===== src/rtl/eceg_decryptor_pkg.sv =====
// Shared definitions for the EC-ElGamal decryptor.
// Curve y^2 = x^3 + A*x + B over GF(P); affine points, (0,0) is the point at infinity.
// Holds field/point types, the FSM state encoding and the combinational point adder.
package eceg_decryptor_pkg;

  localparam int unsigned DATAWIDTH = 5;
  localparam int unsigned KEYWIDTH_DEFAULT = DATAWIDTH;

  typedef logic [DATAWIDTH-1:0] elem_t;

  localparam elem_t P = elem_t'(17);
  localparam elem_t A = elem_t'(2);

  typedef struct packed {
    elem_t x;
    elem_t y;
  } point_t;

  typedef enum logic [2:0] {
    StIdle  = 3'd0,
    StDbl   = 3'd1,
    StAdd   = 3'd2,
    StFinal = 3'd3,
    StDone  = 3'd4
  } state_e;

  function automatic elem_t add_mod(elem_t a, elem_t b);
    logic [DATAWIDTH:0] s;
    s = {1'b0, a} + {1'b0, b};
    if (s >= {1'b0, P}) s = s - {1'b0, P};
    return s[DATAWIDTH-1:0];
  endfunction

  function automatic elem_t sub_mod(elem_t a, elem_t b);
    return add_mod(a, (b == '0) ? '0 : P - b);
  endfunction

  function automatic elem_t mul_mod(elem_t a, elem_t b);
    logic [2*DATAWIDTH-1:0] prod;
    prod = {{DATAWIDTH{1'b0}}, a} * {{DATAWIDTH{1'b0}}, b};
    prod = prod % {{DATAWIDTH{1'b0}}, P};
    return prod[DATAWIDTH-1:0];
  endfunction

  // Fermat inverse a^(P-2); inv(0) yields 0, which is never used on a live path.
  function automatic elem_t inv_mod(elem_t a);
    elem_t e;
    elem_t r;
    e = P - elem_t'(2);
    r = elem_t'(1);
    for (int i = int'(DATAWIDTH) - 1; i >= 0; i--) begin
      r = mul_mod(r, r);
      if (e[i]) r = mul_mod(r, a);
    end
    return r;
  endfunction

  // Affine point addition with identity and inverse handling.
  function automatic point_t point_add(point_t p1, point_t p2);
    elem_t  num;
    elem_t  den;
    elem_t  lam;
    elem_t  x3;
    elem_t  y3;
    point_t r;
    num = '0;
    den = '0;
    r   = '0;
    if (p1 == '0) begin
      r = p2;
    end else if (p2 == '0) begin
      r = p1;
    end else if (p1.x == p2.x && add_mod(p1.y, p2.y) == '0) begin
      r = '0;
    end else begin
      if (p1.x == p2.x) begin
        // Same x and not inverses: doubling, y is nonzero here.
        num = add_mod(mul_mod(elem_t'(3), mul_mod(p1.x, p1.x)), A);
        den = add_mod(p1.y, p1.y);
      end else begin
        num = sub_mod(p2.y, p1.y);
        den = sub_mod(p2.x, p1.x);
      end
      lam = mul_mod(num, inv_mod(den));
      x3  = sub_mod(sub_mod(mul_mod(lam, lam), p1.x), p2.x);
      y3  = sub_mod(mul_mod(lam, sub_mod(p1.x, x3)), p1.y);
      r   = '{x: x3, y: y3};
    end
    return r;
  endfunction

endpackage


===== src/rtl/eceg_decryptor_if.sv =====
// Request/response bundle of the EC-ElGamal decryptor.
//   start, d, c1x/c1y, c2x/c2y : request (master -> slave)
//   busy, done, mx/my          : status and decrypted point (slave -> master)
interface eceg_decryptor_if
  import eceg_decryptor_pkg::*;
#(
  parameter int unsigned KEYWIDTH = KEYWIDTH_DEFAULT
);
  logic                start;
  logic [KEYWIDTH-1:0] d;
  elem_t               c1x;
  elem_t               c1y;
  elem_t               c2x;
  elem_t               c2y;
  logic                busy;
  logic                done;
  elem_t               mx;
  elem_t               my;

  modport master (
    output start, d, c1x, c1y, c2x, c2y,
    input  busy, done, mx, my
  );

  modport slave (
    input  start, d, c1x, c1y, c2x, c2y,
    output busy, done, mx, my
  );
endinterface


===== src/rtl/eceg_decryptor_scalar_mul.sv =====
// Constant-time MSB-first double-and-add loop computing r = d * c1.
//   clk, rst : clock, synchronous active-high reset
//   start    : begin a run (only honoured when idle); r is cleared
//   d, c1    : scalar and base point, held stable by the caller for the whole run
//   op_a/op_b: operands for the shared external point adder, sum is its result
//   r        : accumulator; final once done has been seen
//   done     : high during the last ADD cycle; r is final from the next cycle
module eceg_decryptor_scalar_mul
  import eceg_decryptor_pkg::*;
#(
  parameter int unsigned KEYWIDTH = KEYWIDTH_DEFAULT
) (
  input  logic                clk,
  input  logic                rst,
  input  logic                start,
  input  logic [KEYWIDTH-1:0] d,
  input  point_t              c1,
  input  point_t              sum,
  output point_t              op_a,
  output point_t              op_b,
  output point_t              r,
  output logic                done
);
  localparam int unsigned IdxW = (KEYWIDTH > 1) ? $clog2(KEYWIDTH) : 1;

  state_e          state_q;
  logic [IdxW-1:0] idx_q;
  point_t          r_q;

  always_ff @(posedge clk) begin
    if (rst) begin
      state_q <= StIdle;
      idx_q   <= '0;
      r_q     <= '0;
    end else begin
      unique case (state_q)
        StIdle: begin
          if (start) begin
            r_q     <= '0;
            idx_q   <= IdxW'(KEYWIDTH - 1);
            state_q <= StDbl;
          end
        end
        StDbl: begin
          r_q     <= sum;
          state_q <= StAdd;
        end
        StAdd: begin
          // The add is always evaluated; only the commit depends on the key bit.
          if (d[idx_q]) r_q <= sum;
          if (idx_q == '0) begin
            state_q <= StIdle;
          end else begin
            idx_q   <= idx_q - IdxW'(1);
            state_q <= StDbl;
          end
        end
        default: state_q <= StIdle;
      endcase
    end
  end

  always_comb begin
    op_a = r_q;
    op_b = (state_q == StAdd) ? c1 : r_q;
  end

  assign r    = r_q;
  assign done = (state_q == StAdd) && (idx_q == '0);

endmodule


===== src/rtl/eceg_decryptor.sv =====
// EC-ElGamal decryption: M = C2 - d*C1, one shared point adder, fixed 2*KEYWIDTH+2 latency.
//   clk : clock (rising edge)
//   rst : synchronous active-high reset
//   bus : slave side of eceg_decryptor_if (start/d/C1/C2 in, busy/done/M out)
module eceg_decryptor
  import eceg_decryptor_pkg::*;
#(
  parameter int unsigned KEYWIDTH = KEYWIDTH_DEFAULT
) (
  input logic             clk,
  input logic             rst,
  eceg_decryptor_if.slave bus
);
  state_e              state_q;
  logic [KEYWIDTH-1:0] d_q;
  point_t              c1_q;
  point_t              c2_q;
  point_t              m_q;
  logic                busy_q;
  logic                done_q;

  logic   mul_start;
  logic   mul_done;
  point_t mul_a;
  point_t mul_b;
  point_t s;
  point_t neg_s;
  point_t add_a;
  point_t add_b;
  point_t sum;

  assign mul_start = (state_q == StIdle) && bus.start;

  eceg_decryptor_scalar_mul #(
    .KEYWIDTH(KEYWIDTH)
  ) u_scalar_mul (
    .clk  (clk),
    .rst  (rst),
    .start(mul_start),
    .d    (d_q),
    .c1   (c1_q),
    .sum  (sum),
    .op_a (mul_a),
    .op_b (mul_b),
    .r    (s),
    .done (mul_done)
  );

  // -O = O falls out naturally: y = 0 maps to 0.
  always_comb begin
    neg_s = '{x: s.x, y: (s.y == '0) ? '0 : P - s.y};
    if (state_q == StFinal) begin
      add_a = c2_q;
      add_b = neg_s;
    end else begin
      add_a = mul_a;
      add_b = mul_b;
    end
    sum = point_add(add_a, add_b);
  end

  // The loop sub-module toggles DBL/ADD in lockstep with this FSM; its done marks the last ADD.
  always_ff @(posedge clk) begin
    if (rst) begin
      state_q <= StIdle;
      d_q     <= '0;
      c1_q    <= '0;
      c2_q    <= '0;
      m_q     <= '0;
      busy_q  <= 1'b0;
      done_q  <= 1'b0;
    end else begin
      unique case (state_q)
        StIdle: begin
          if (bus.start) begin
            d_q     <= bus.d;
            c1_q    <= '{x: bus.c1x, y: bus.c1y};
            c2_q    <= '{x: bus.c2x, y: bus.c2y};
            busy_q  <= 1'b1;
            state_q <= StDbl;
          end
        end
        StDbl: state_q <= StAdd;
        StAdd: state_q <= mul_done ? StFinal : StDbl;
        StFinal: begin
          m_q     <= sum;
          busy_q  <= 1'b0;
          done_q  <= 1'b1;
          state_q <= StDone;
        end
        StDone: begin
          done_q  <= 1'b0;
          state_q <= StIdle;
        end
        default: state_q <= StIdle;
      endcase
    end
  end

  assign bus.busy = busy_q;
  assign bus.done = done_q;
  assign bus.mx   = m_q.x;
  assign bus.my   = m_q.y;

endmodule


===== src/flat_wrapper.sv =====
// flat-port wrapper written by rule: the top's interface ports become plain ports
module eceg_decryptor_flat import eceg_decryptor_pkg::*;
#(
  parameter int unsigned KEYWIDTH = KEYWIDTH_DEFAULT
)
  (clk, rst, bus_start, bus_d, bus_c1x, bus_c1y, bus_c2x, bus_c2y, bus_busy, bus_done, bus_mx, bus_my);
  eceg_decryptor_if #(.KEYWIDTH(KEYWIDTH)) bus_i ();
  input logic clk;
  input logic rst;
  input wire logic [$bits(bus_i.start)-1:0] bus_start;
  input wire logic [$bits(bus_i.d)-1:0] bus_d;
  input wire logic [$bits(bus_i.c1x)-1:0] bus_c1x;
  input wire logic [$bits(bus_i.c1y)-1:0] bus_c1y;
  input wire logic [$bits(bus_i.c2x)-1:0] bus_c2x;
  input wire logic [$bits(bus_i.c2y)-1:0] bus_c2y;
  output wire logic [$bits(bus_i.busy)-1:0] bus_busy;
  output wire logic [$bits(bus_i.done)-1:0] bus_done;
  output wire logic [$bits(bus_i.mx)-1:0] bus_mx;
  output wire logic [$bits(bus_i.my)-1:0] bus_my;
  assign bus_i.start = bus_start;
  assign bus_i.d = bus_d;
  assign bus_i.c1x = bus_c1x;
  assign bus_i.c1y = bus_c1y;
  assign bus_i.c2x = bus_c2x;
  assign bus_i.c2y = bus_c2y;
  assign bus_busy = bus_i.busy;
  assign bus_done = bus_i.done;
  assign bus_mx = bus_i.mx;
  assign bus_my = bus_i.my;
  eceg_decryptor #(.KEYWIDTH(KEYWIDTH)) u_core (.clk(clk), .rst(rst), .bus(bus_i));
endmodule

===== config.mk =====
export PLATFORM = sky130hd
export DESIGN_NAME = eceg_decryptor_flat
export DESIGN_NICKNAME = d
export VERILOG_FILES = /design/src/rtl/eceg_decryptor_pkg.sv /design/src/rtl/eceg_decryptor_if.sv /design/src/rtl/eceg_decryptor_scalar_mul.sv /design/src/rtl/eceg_decryptor.sv /design/src/flat_wrapper.sv
export SDC_FILE = /design/constraint.sdc
export NUM_CORES = 1
export LEC_CHECK = 0
export ABC_AREA = 1
export CORE_ASPECT_RATIO = 0.8
export CORE_MARGIN = 2
export CORE_UTILIZATION = 30
export DETAILED_ROUTE_END_ITERATION = 8
export SYNTH_ARGS = -nofsm -noshare
export SYNTH_HDL_FRONTEND = slang
export SYNTH_SLANG_ARGS = --single-unit

===== constraint.sdc =====
create_clock -name clk -period 72.8 [get_ports clk]
set_clock_uncertainty 0.05 [all_clocks]
set_input_delay 18.2 -clock clk [delete_from_list [all_inputs] [get_ports clk]]
set_output_delay 18.2 -clock clk [all_outputs]
set_load 0.03 [all_outputs]

==> run metrics <==
CTS tree built; CP Data Required Time 72980 ps; number of max-cap violations 0; setup TNS 0 ps; Final Util 46.0%; grt ovf 0; routability cong. 0.865; final slew viol count 0; EDFF count, synth 0; pin count of the biggest net entering global routing 39; CTS clock-pin slew for the worst setup and hold paths 70 ps; top cells by area in the synthesized netlist ha_1, nand2_1, inv_1, nor2_1, fa_1; Detailed Route Iter0 Violations 1118; Global Route Usage Sum 14.1%; Starting Density 30.3%; Yosys reg bits 55; delay-heaviest family, CP simple AND/OR/NAND/NOR gates; Crit Path Class reg -> reg; Mapped Cells 3585; PortBufs 39; clk sink count 55; Critical Path Stages 534; first-pass GRT wire length 99.5 mm; Vias/cell 4.51; final WL 62.0 mm; clock buffer depth 2; Setup crit end kind register; Mapped Nets 3944; CP Max Fanout 7; RSZ-0062 raised after global routing yes; drt first pass iters 5; Clock Latency Late Sink 290 ps; cell taking the most area after synthesis ha_1; min-delay worst type reg -> reg; detailed-route wire length per cell 11.2 um; fin crit share 98.6%; chip width 313 um; Nets 4897; YS warnings 0; WP data arrival 72000 ps; core area 75400 um^2; Mapped Area 22800 um^2; R2R Path End u_core.bus.my[3]; Cell variety after synth 92; filler instances 7392; most common cell after layout, fill and taps aside buf_4; clk root buf clkbuf_16; reg2reg setup slack 980 ps; Final Setup Violations 0; most frequent cells in the layout buf_4, nand2_1, inv_1; Inserted Diodes 0; CP Buf/Inv Count 105; share of cells above drive strength 1 44.4%; outcome finished clean; CP most frequent cell nand2_2; # DRC 0; Hold Fails Final Rpt 0; worst-margin pin slew 872 ps; # rows 90; Max stage delay on crit path 590 ps; Hold Buf Count CTS 0; Synth Flop Type dfxtp_1; Worst path slowest cell fa_1; die area 78400 um^2; Synth top area share 14.5%; Mean Syn Cell Area 6.37 um^2; die height 251 um; Seq/Total Area, Yosys 4.82%; Worst Setup SP u_core.state_q[2]; I/O Pins 40; cell area after layout 34700 um^2; max frequency 13.9 MHz; initial antenna violation count 0; vias in the first global route 22600; Async SR Flop Fraction 0%; type of origin of the critical path register; Setup crit end u_core.bus.my[3]; H-tree depth 2; post-DP HPWL 46.6 mm; Slew headroom 41.8%; Final Critical Period 71820 ps; TritonCTS buffer count 5; r2r worst-path depth 534; Vias 25000; DRT antenna net count 0; Placed Instance Area 29900 um^2; launch point of the worst reg-to-reg path u_core.state_q[2]; Area growth syn-to-layout 51.9%
==> synth_stat cells (17+ instances only) <==
master    number
xor2_1       148
o21bai_1      17
nand3_1      225
nor2_2        33
dfxtp_1       55
nand2_1      660
o21ai_1       24
clkbuf_1      20
a21oi_1      152
nand2_4       82
nand4_1       65
nand3_2       67
xnor2_1       49
nand2_2      200
ha_1         265
o21ai_0      128
nor2_1       402
nor3_1        18
or2_2         24
fa_1          66
inv_1        589
inv_2         43
==> registers in the layout, summed over array words and instances, names as in the netlist <==
| register | count |
|---|---|
| u_core.c2_q | 10 |
| u_core.u_scalar_mul.idx_q | 3 |
| u_core.u_scalar_mul.op_a | 10 |
| u_core.bus.my | 5 |
| u_core.u_scalar_mul.state_q | 2 |
| u_core.bus.mx | 5 |
| u_core.d_q | 5 |
| u_core.bus.busy | 1 |
| u_core.c1_q | 10 |
| u_core.bus.done | 1 |
| u_core.state_q | 3 |
==> worst reg2reg max path: cells and delay by family, from the launching register on <==
kind	cells	cell delay, ps
simple gates	258	26160
flops	1	350
xor+xnor	30	4920
buf+inv	105	7870
fa+ha+maj	61	20600
compound gates	80	11740
==> stage by stage <==
stage / hold WS, ps / cells / setup WS [ps]
3_3_place_gp: 399 / 5338 / -1520
5_1_grt: 441 / 5550 / -3800
2_1_floorplan: 375 / 3585 / 31.0
3_5_place_dp: 401 / 5338 / -2300
4_1_cts: 412 / 5431 / 2.97
6_report: 414 / 5550 / 984
==> area by class of cell <==
type	instances	area, um^2	share of cell area, %
Multi-Input combinational cell	2828	21900	63.0
Timing Repair Buffer	983	7660	22.1
Clock inverter	2	37.5	0.108
Tap cell	1012	1270	3.65
Sequential cell	55	1110	3.20
Inverter	665	2640	7.61
Clock buffer	5	125	0.361
==> cell families (layout without fill, tap and decap cells) <==
family                   Yosys count  count (layout)  synth area share, %
buffers and inverters            702            1655                 12.5
XOR/XNOR                         198             198                 7.62
AND/OR/NAND/NOR                 1862            1862                 42.7
flip-flops                        55              55                 4.82
adder cells (fa/ha/maj)          331             331                 20.3
AO/OA/AOI/OAI                    435             435                 11.9
multiplexers                       2               2                0.104
==> per-layer routing <==
metal	part of all wire, %	track usage, %	vias to the layer above
met1	50	21.1	11500
li1	-	-	13300
met5	0	0	-
met4	0.31	0.602	0
met3	2.6	0.726	16
met2	47	23.3	243
==> timing repair <==
action                                  CTS  global route
buffers inserted                         86           120
resized for setup                       140           627
endpoints found under the setup margin   10            10
pin swaps                               151           485
endpoints found under the hold margin     0             0
==> worst min-delay path by stage <==
stage                                     start                          end  depth (start not counted)
CTS                             u_core.bus.busy              u_core.bus.busy                          2
global placement                u_core.bus.busy              u_core.bus.busy                          2
detailed placement              u_core.bus.busy              u_core.bus.busy                          2
global route        u_core.u_scalar_mul.op_a[6]  u_core.u_scalar_mul.op_a[6]                          2
floorplan                        u_core.c1_q[1]               u_core.c1_q[1]                          2
finish                          u_core.bus.busy              u_core.bus.busy                          2
Power is not shown: default switching activity piles up to over one toggle a cycle in this logic, so the estimate is an artifact.
